<file path="config.mk">
export PLATFORM = sky130hd
export DESIGN_NAME = obi_req_buffer
export DESIGN_NICKNAME = d
export VERILOG_FILES = /design/src/rtl/core_v_mini_mcu_pkg.sv /design/src/rtl/obi_pkg.sv /design/src/rtl/obi_req_buffer_pkg.sv /design/src/rtl/obi_req_buffer_fifo.sv /design/src/rtl/obi_req_buffer.sv
export SDC_FILE = /design/constraint.sdc
export NUM_CORES = 1
export LEC_CHECK = 0
export ABC_AREA = 1
export CAP_MARGIN = 20
export CORE_ASPECT_RATIO = 0.8
export CORE_MARGIN = 3
export CORE_UTILIZATION = 45
export DETAILED_ROUTE_END_ITERATION = 6
export PLACE_DENSITY = 0.81
export SKIP_CTS_REPAIR_TIMING = 1
export SYNTH_ARGS = -nofsm -noshare
export SYNTH_HDL_FRONTEND = slang
export SYNTH_HIERARCHICAL = 1
export SYNTH_SLANG_ARGS = --single-unit
</file>
<file path="constraint.sdc">
create_clock -name clk_i -period 6.9 [get_ports clk_i]
set_input_delay 1.38 -clock clk_i [delete_from_list [all_inputs] [get_ports clk_i]]
set_output_delay 1.38 -clock clk_i [all_outputs]
set_load 0.05 [all_outputs]
</file>
<file path="src/rtl/core_v_mini_mcu_pkg.sv">
// Purpose: MCU-level configuration constants.
// Contents: default depth and outstanding limit for the core-port OBI request buffers.
package core_v_mini_mcu_pkg;

  localparam int unsigned ObiBufDepth          = 2;
  localparam int unsigned ObiBufMaxOutstanding = 4;

endpackage

</file>
<file path="src/rtl/obi_pkg.sv">
// Purpose: OBI request/response payload types shared by the CPU subsystem and bus.
// Contents: obi_req_t (req, addr, we, be, wdata) and obi_resp_t (gnt, rvalid, rdata).
package obi_pkg;

  localparam int unsigned ObiAddrW = 32;
  localparam int unsigned ObiDataW = 32;
  localparam int unsigned ObiBeW   = ObiDataW / 8;

  typedef struct packed {
    logic                req;
    logic [ObiAddrW-1:0] addr;
    logic                we;
    logic [ObiBeW-1:0]   be;
    logic [ObiDataW-1:0] wdata;
  } obi_req_t;

  typedef struct packed {
    logic                gnt;
    logic                rvalid;
    logic [ObiDataW-1:0] rdata;
  } obi_resp_t;

endpackage

</file>
<file path="src/rtl/obi_req_buffer_pkg.sv">
// Purpose: types and helpers local to the OBI request buffer.
// Contents: obi_buf_entry_t (FIFO payload without the req bit) and to_bus_req(),
//           which rebuilds a bus-side request from a FIFO head entry.
package obi_req_buffer_pkg;

  import obi_pkg::*;

  typedef struct packed {
    logic [ObiAddrW-1:0] addr;
    logic                we;
    logic [ObiBeW-1:0]   be;
    logic [ObiDataW-1:0] wdata;
  } obi_buf_entry_t;

  function automatic obi_req_t to_bus_req(input logic valid, input obi_buf_entry_t e);
    obi_req_t r;
    r       = '0;
    r.req   = valid;
    r.addr  = e.addr;
    r.we    = e.we;
    r.be    = e.be;
    r.wdata = e.wdata;
    return r;
  endfunction

endpackage

</file>
<file path="src/rtl/obi_req_buffer_fifo.sv">
// Purpose: generic synchronous FIFO used as the request queue of obi_req_buffer.
// Ports:
//   clk_i, rst_i  clock, asynchronous active-high reset
//   push, wdata   write strobe and data (ignored when full)
//   pop           advance read pointer (ignored when empty)
//   full, empty   status, derived from the registered occupancy
//   head          entry at the read pointer; all zeros while empty
// DEPTH must be a power of two >= 2 so the pointers wrap naturally.
module obi_req_buffer_fifo #(
  parameter type         T     = logic,
  parameter int unsigned DEPTH = 2
) (
  input  logic clk_i,
  input  logic rst_i,
  input  logic push,
  input  T     wdata,
  input  logic pop,
  output logic full,
  output logic empty,
  output T     head
);

  localparam int unsigned PTR_W = $clog2(DEPTH);
  localparam int unsigned OCC_W = $clog2(DEPTH + 1);

  T                 mem [DEPTH];
  logic [PTR_W-1:0] wr_ptr;
  logic [PTR_W-1:0] rd_ptr;
  logic [OCC_W-1:0] occ;
  logic             do_push;
  logic             do_pop;

  assign full    = (occ == OCC_W'(DEPTH));
  assign empty   = (occ == '0);
  assign do_push = push && !full;
  assign do_pop  = pop && !empty;
  assign head    = empty ? T'('0) : mem[rd_ptr];

  // Pointers and occupancy; simultaneous push and pop leave occupancy unchanged.
  always_ff @(posedge clk_i or posedge rst_i) begin
    if (rst_i) begin
      wr_ptr <= '0;
      rd_ptr <= '0;
      occ    <= '0;
    end else begin
      if (do_push) wr_ptr <= wr_ptr + PTR_W'(1);
      if (do_pop)  rd_ptr <= rd_ptr + PTR_W'(1);
      case ({do_push, do_pop})
        2'b10:   occ <= occ + OCC_W'(1);
        2'b01:   occ <= occ - OCC_W'(1);
        default: occ <= occ;
      endcase
    end
  end

  // Storage needs no reset: head is masked to zero while the FIFO is empty.
  always_ff @(posedge clk_i) begin
    if (do_push) mem[wr_ptr] <= wdata;
  end

endmodule

</file>
<file path="src/rtl/obi_req_buffer.sv">
// Purpose: OBI request buffer between a core OBI port and the system bus.
//   Core requests are queued and replayed in order on the bus side; core gnt
//   depends only on local state, cutting the bus->core gnt path. Outstanding
//   transactions are counted and capped at MAX_OUTSTANDING.
// Ports:
//   clk_i, rst_i   clock, asynchronous active-high reset
//   core_req_i     request from core
//   core_resp_o    gnt/rvalid/rdata to core
//   bus_req_o      request to bus, taken from FIFO head
//   bus_resp_i     gnt/rvalid/rdata from bus
//   outstanding_o  accepted-but-not-responded count
//   err_o          sticky: bus rvalid seen with nothing outstanding
// Build option: define OBI_REQ_BUFFER_RESP_REG_EN to register rvalid/rdata
//   toward the core (one extra cycle of response latency).
module obi_req_buffer
  import obi_pkg::*;
  import obi_req_buffer_pkg::*;
#(
  parameter  int unsigned DEPTH           = core_v_mini_mcu_pkg::ObiBufDepth,
  parameter  int unsigned MAX_OUTSTANDING = core_v_mini_mcu_pkg::ObiBufMaxOutstanding,
  localparam int unsigned CNT_W           = $clog2(MAX_OUTSTANDING + 1)
) (
  input  logic             clk_i,
  input  logic             rst_i,
  input  obi_req_t         core_req_i,
  output obi_resp_t        core_resp_o,
  output obi_req_t         bus_req_o,
  input  obi_resp_t        bus_resp_i,
  output logic [CNT_W-1:0] outstanding_o,
  output logic             err_o
);

  logic              fifo_full;
  logic              fifo_empty;
  logic              push;
  logic              pop;
  logic              pend_ok;
  logic              rsp_accept;
  logic              dec;
  logic              stray;
  logic              rvalid_c;
  logic [ObiDataW-1:0] rdata_c;
  logic [CNT_W-1:0]  cnt_q;
  logic              err_q;
  obi_buf_entry_t    push_data;
  obi_buf_entry_t    head;

  // Core accept from registered full and count only.
  assign push = core_req_i.req && !fifo_full && (cnt_q < CNT_W'(MAX_OUTSTANDING));
  assign pop  = !fifo_empty && bus_resp_i.gnt;

  always_comb begin
    push_data       = '0;
    push_data.addr  = core_req_i.addr;
    push_data.we    = core_req_i.we;
    push_data.be    = core_req_i.be;
    push_data.wdata = core_req_i.wdata;
  end

  obi_req_buffer_fifo #(
    .T     (obi_buf_entry_t),
    .DEPTH (DEPTH)
  ) u_fifo (
    .clk_i (clk_i),
    .rst_i (rst_i),
    .push  (push),
    .wdata (push_data),
    .pop   (pop),
    .full  (fifo_full),
    .empty (fifo_empty),
    .head  (head)
  );

  assign bus_req_o = to_bus_req(!fifo_empty, head);

`ifdef OBI_REQ_BUFFER_RESP_REG_EN
  logic              rvalid_q;
  logic [ObiDataW-1:0] rdata_q;

  // A response already held in the register has not yet been subtracted,
  // so it must not be counted as pending for a new bus rvalid.
  assign pend_ok    = cnt_q > CNT_W'(rvalid_q);
  assign rsp_accept = bus_resp_i.rvalid && pend_ok;
  assign dec        = rvalid_q;
  assign rvalid_c   = rvalid_q;
  assign rdata_c    = rdata_q;

  // Response register toward the core.
  always_ff @(posedge clk_i or posedge rst_i) begin
    if (rst_i) begin
      rvalid_q <= 1'b0;
      rdata_q  <= '0;
    end else begin
      rvalid_q <= rsp_accept;
      if (rsp_accept) rdata_q <= bus_resp_i.rdata;
    end
  end
`else
  assign pend_ok    = (cnt_q != '0);
  assign rsp_accept = bus_resp_i.rvalid && pend_ok;
  assign dec        = rsp_accept;
  assign rvalid_c   = rsp_accept;
  assign rdata_c    = bus_resp_i.rdata;
`endif

  assign stray = bus_resp_i.rvalid && !pend_ok;

  always_comb begin
    core_resp_o        = '0;
    core_resp_o.gnt    = push;
    core_resp_o.rvalid = rvalid_c;
    core_resp_o.rdata  = rdata_c;
  end

  // Outstanding counter and sticky error flag.
  always_ff @(posedge clk_i or posedge rst_i) begin
    if (rst_i) begin
      cnt_q <= '0;
      err_q <= 1'b0;
    end else begin
      case ({push, dec})
        2'b10:   cnt_q <= cnt_q + CNT_W'(1);
        2'b01:   cnt_q <= cnt_q - CNT_W'(1);
        default: cnt_q <= cnt_q;
      endcase
      if (stray) err_q <= 1'b1;
    end
  end

  assign outstanding_o = cnt_q;
  assign err_o         = err_q;

endmodule

</file>
==> impl_results.md <==
* Via Count at 3784
* Maximum root-to-sink buffer count at 2
* Tcrit/Tclk final at 0.624
* CP required at 5.52 ns
* Internal power at 0.00231 W
* Clock-pin slew on the worst setup and hold paths at 0.06 ns
* Clock Latency Late Sink at 0.41 ns
* CTS Root Cell: clkbuf_16
* Most frequent cells after synthesis: nand2_1 (151), edfxtp_1 (138), a21oi_1 (69)
* Setup crit end kind: output pin
* Detail Route Antenna Nets at 0
* Sw Pwr at 0.00194 W
* Largest net degree at the start of global routing at 74
* Synth unique cells at 21
* Starting density of the core at 0.471
* Final wirelength at 13200 µm
* Worst IR drop on VDD at 422 µV
* PortBufs at 149
* Synthesized flop and latch total at 146
* GPL Wtd Cong at 0.768
* Total Routing Usage GR at 0.182
* Die Area at 14400 µm²
* I/O pin count at 214
* Slew @ Worst Pin at 0.812 ns
* Vias in the first global route at 3928
* Max Clock Freq at 232 MHz
* Max cap viols at 0
* Antenna Cells at 0
* Area share of the largest cell type after synthesis at 0.708
* Ratio of cells with drive above 1 in the final layout at 0.0623
* Fin Setup TNS at 0 ns
* Placed Area at 7250 µm²
* Seq/Total Area, Yosys at 0.742
* Flop pwr share at 0.293
* Hold Path Class: flop to flop
* Final Max Tran Viols at 0
* EDFF count, synth at 138
* Post-DP HPWL at 8640 µm
* DR iter-0 viols at 185
* Top cell type by total area after synthesis: edfxtp_1
* Num rows at 36
* Post-route insts no fill at 765
* Antenna violations before repair at 0
* Final worst-path setup slack at 2.60 ns
* Post-Syn Instances at 466
* Status: completed
* Crit path time final at 4.30 ns
* Syn Nets at 575
* Ys flop type: edfxtp_1
* RSZ-0062 raised after global routing: no
* Die Span X at 134 µm
* Final hold viol count at 0
* Critical path peak fanout at 2
* Combinational share of power at 0.520
* Ys Warns at 6
* Inst Count DP at 735
* Clock Sinks at 146
* Clock Skew at 0.00880 ns
* Top-count cell post-synth: nand2_1
* Power per cell area at 547 nW/µm²
* Overflow left after global routing at 0
* Syn Area/Cell at 12.6 µm²
* Register area at 4350 µm²
* Core area at 12400 µm²
* P&R area growth vs syn at 32.5%
* Post-route DRC violation count at 0
* CTS Buf Count at 17
* Switch share at 0.457
* Design Area, Final at 7760 µm²
* Post-DR wirelength/cell at 17.3 µm
* Critical path arrival at 2.92 ns
* Asr flop ratio synth at 0.0548
* Slew headroom at 0.457
* Die span in y at 108 µm
* Dpl ws at 2.59 ns
* Nets at 692
* Pre-antenna DRT Iters at 5
* # H-tree levels at 4
* Setup Viol. Count Final at 0
* Vias/cell at 4.95
* Clk network pwr share at 0.187
* Leak at 2.79 nW
* First-pass GRT wire length at 20100 µm
* Hold WS at 0.479 ns
* Filler Cells Inserted at 947
* Startpoint Class: primary input
* Mapped cell area at 5860 µm²
* Synth top area cells: edfxtp_1 (71%), nand2_1 (9.7%), a21oi_1 (5.9%)
* Area used by multi-input combinational logic at 1080 µm²
* CTS tree: yes
* CP Class: primary input to output pin
[worst max-delay path, cell delays in order]
cell and delay [ns]:
clkdlybuf4s50_1 0.45, inv_1 0.05, a31oi_1 0.20, clkdlybuf4s50_1 0.84
[per-layer routing]
metal / global-route usage / wire length [µm] / up-vias
met4: 0.0631 / 226 / 0
met1: 0.201 / 5050 / 1791
met3: 0.0707 / 1170 / 24
met2: 0.325 / 6760 / 170
li1: - / - / 1799
met5: 0 / 0 / -
[layout by cell type, fill, tap and decap left out, types with 2 or more instances in the layout]
cell and count:
nand2_1 151, clkdlybuf4s50_1 149, edfxtp_1 138, a21oi_1 69
clkbuf_16 17, inv_1 15, dfrtp_1 7, inv_2 6
clkbuf_1 5, buf_4 5, nor2_1 4, clkinv_1 4
o21ai_0 3, nand3_1 3, nand4_1 2, xnor2_1 2
ha_1 2, clkinvlp_4 2, nor2_4 2
[registers in the layout (all words and copies together), names as in the netlist]
signal and flops:
err_o 1, u_fifo/wr_ptr 1, outstanding_o 3, u_fifo/rd_ptr 1, u_fifo/occ 2, u_fifo/mem 138
[logic make-up (layout without fill, tap and decap cells)]
| logic type | after synthesis | in the layout | share of synthesized area |
|---|---|---|---|
| xor gates and xnor gates | 2 | 2 | 0.00299 |
| and+or+nand+nor | 164 | 164 | 0.109 |
| DFF | 146 | 146 | 0.742 |
| adders and majority gates | 3 | 3 | 0.00769 |
| buffers and inverters | 77 | 205 | 0.0752 |
| AOI/OAI and AO/OA | 74 | 74 | 0.0639 |
[metrics by stage]
| step | power, W | util |
|---|---|---|
| floorplan | 0.00281 | - |
| global placement | 0.00344 | 0.583 |
| detailed placement | 0.00348 | 0.583 |
| CTS | 0.00428 | 0.624 |
| global route | 0.00444 | 0.624 |
| finish | 0.00425 | 0.624 |
[final timing paths]
path / end / startpoint / depth (start not counted) / slack [ns]
max in group asynchronous: u_fifo/rd_ptr$_DFFE_PP0P_ / rst_i / 2 / 5.55
max reg2reg: u_fifo/mem[1][60]$_DFFE_PP_ / u_fifo/occ[1]$_DFFE_PP0P_ / 8 / 4.15
max: core_resp_o[32] / bus_resp_i[32] / 4 / 2.60
min reg2reg: err_o$_DFFE_PP0P_ / err_o$_DFFE_PP0P_ / 1 / 0.48
min in group asynchronous: u_fifo/wr_ptr$_DFFE_PP0P_ / rst_i / 2 / 1.18
min: err_o$_DFFE_PP0P_ / err_o$_DFFE_PP0P_ / 1 / 0.48
[power by group through the flow]
stage	Clock, W	Sequential (W)	Combinational, W
floorplan	0	0.00129	0.00152
global placement	0	0.00125	0.00219
detailed placement	0	0.00126	0.00222
CTS	0.000814	0.00124	0.00223
global route	0.000854	0.00126	0.00233
finish	0.000796	0.00124	0.00221
[final cells by class]
type	instances	share of cell area
Inverter	21	0.0102
Tap cell	171	0.0276
Clock inverter	8	0.00838
Sequential cell	146	0.560
Multi-Input combinational cell	243	0.140
Clock buffer	22	0.0572
Timing Repair Buffer	154	0.197
(Power assumes the default switching activity.)
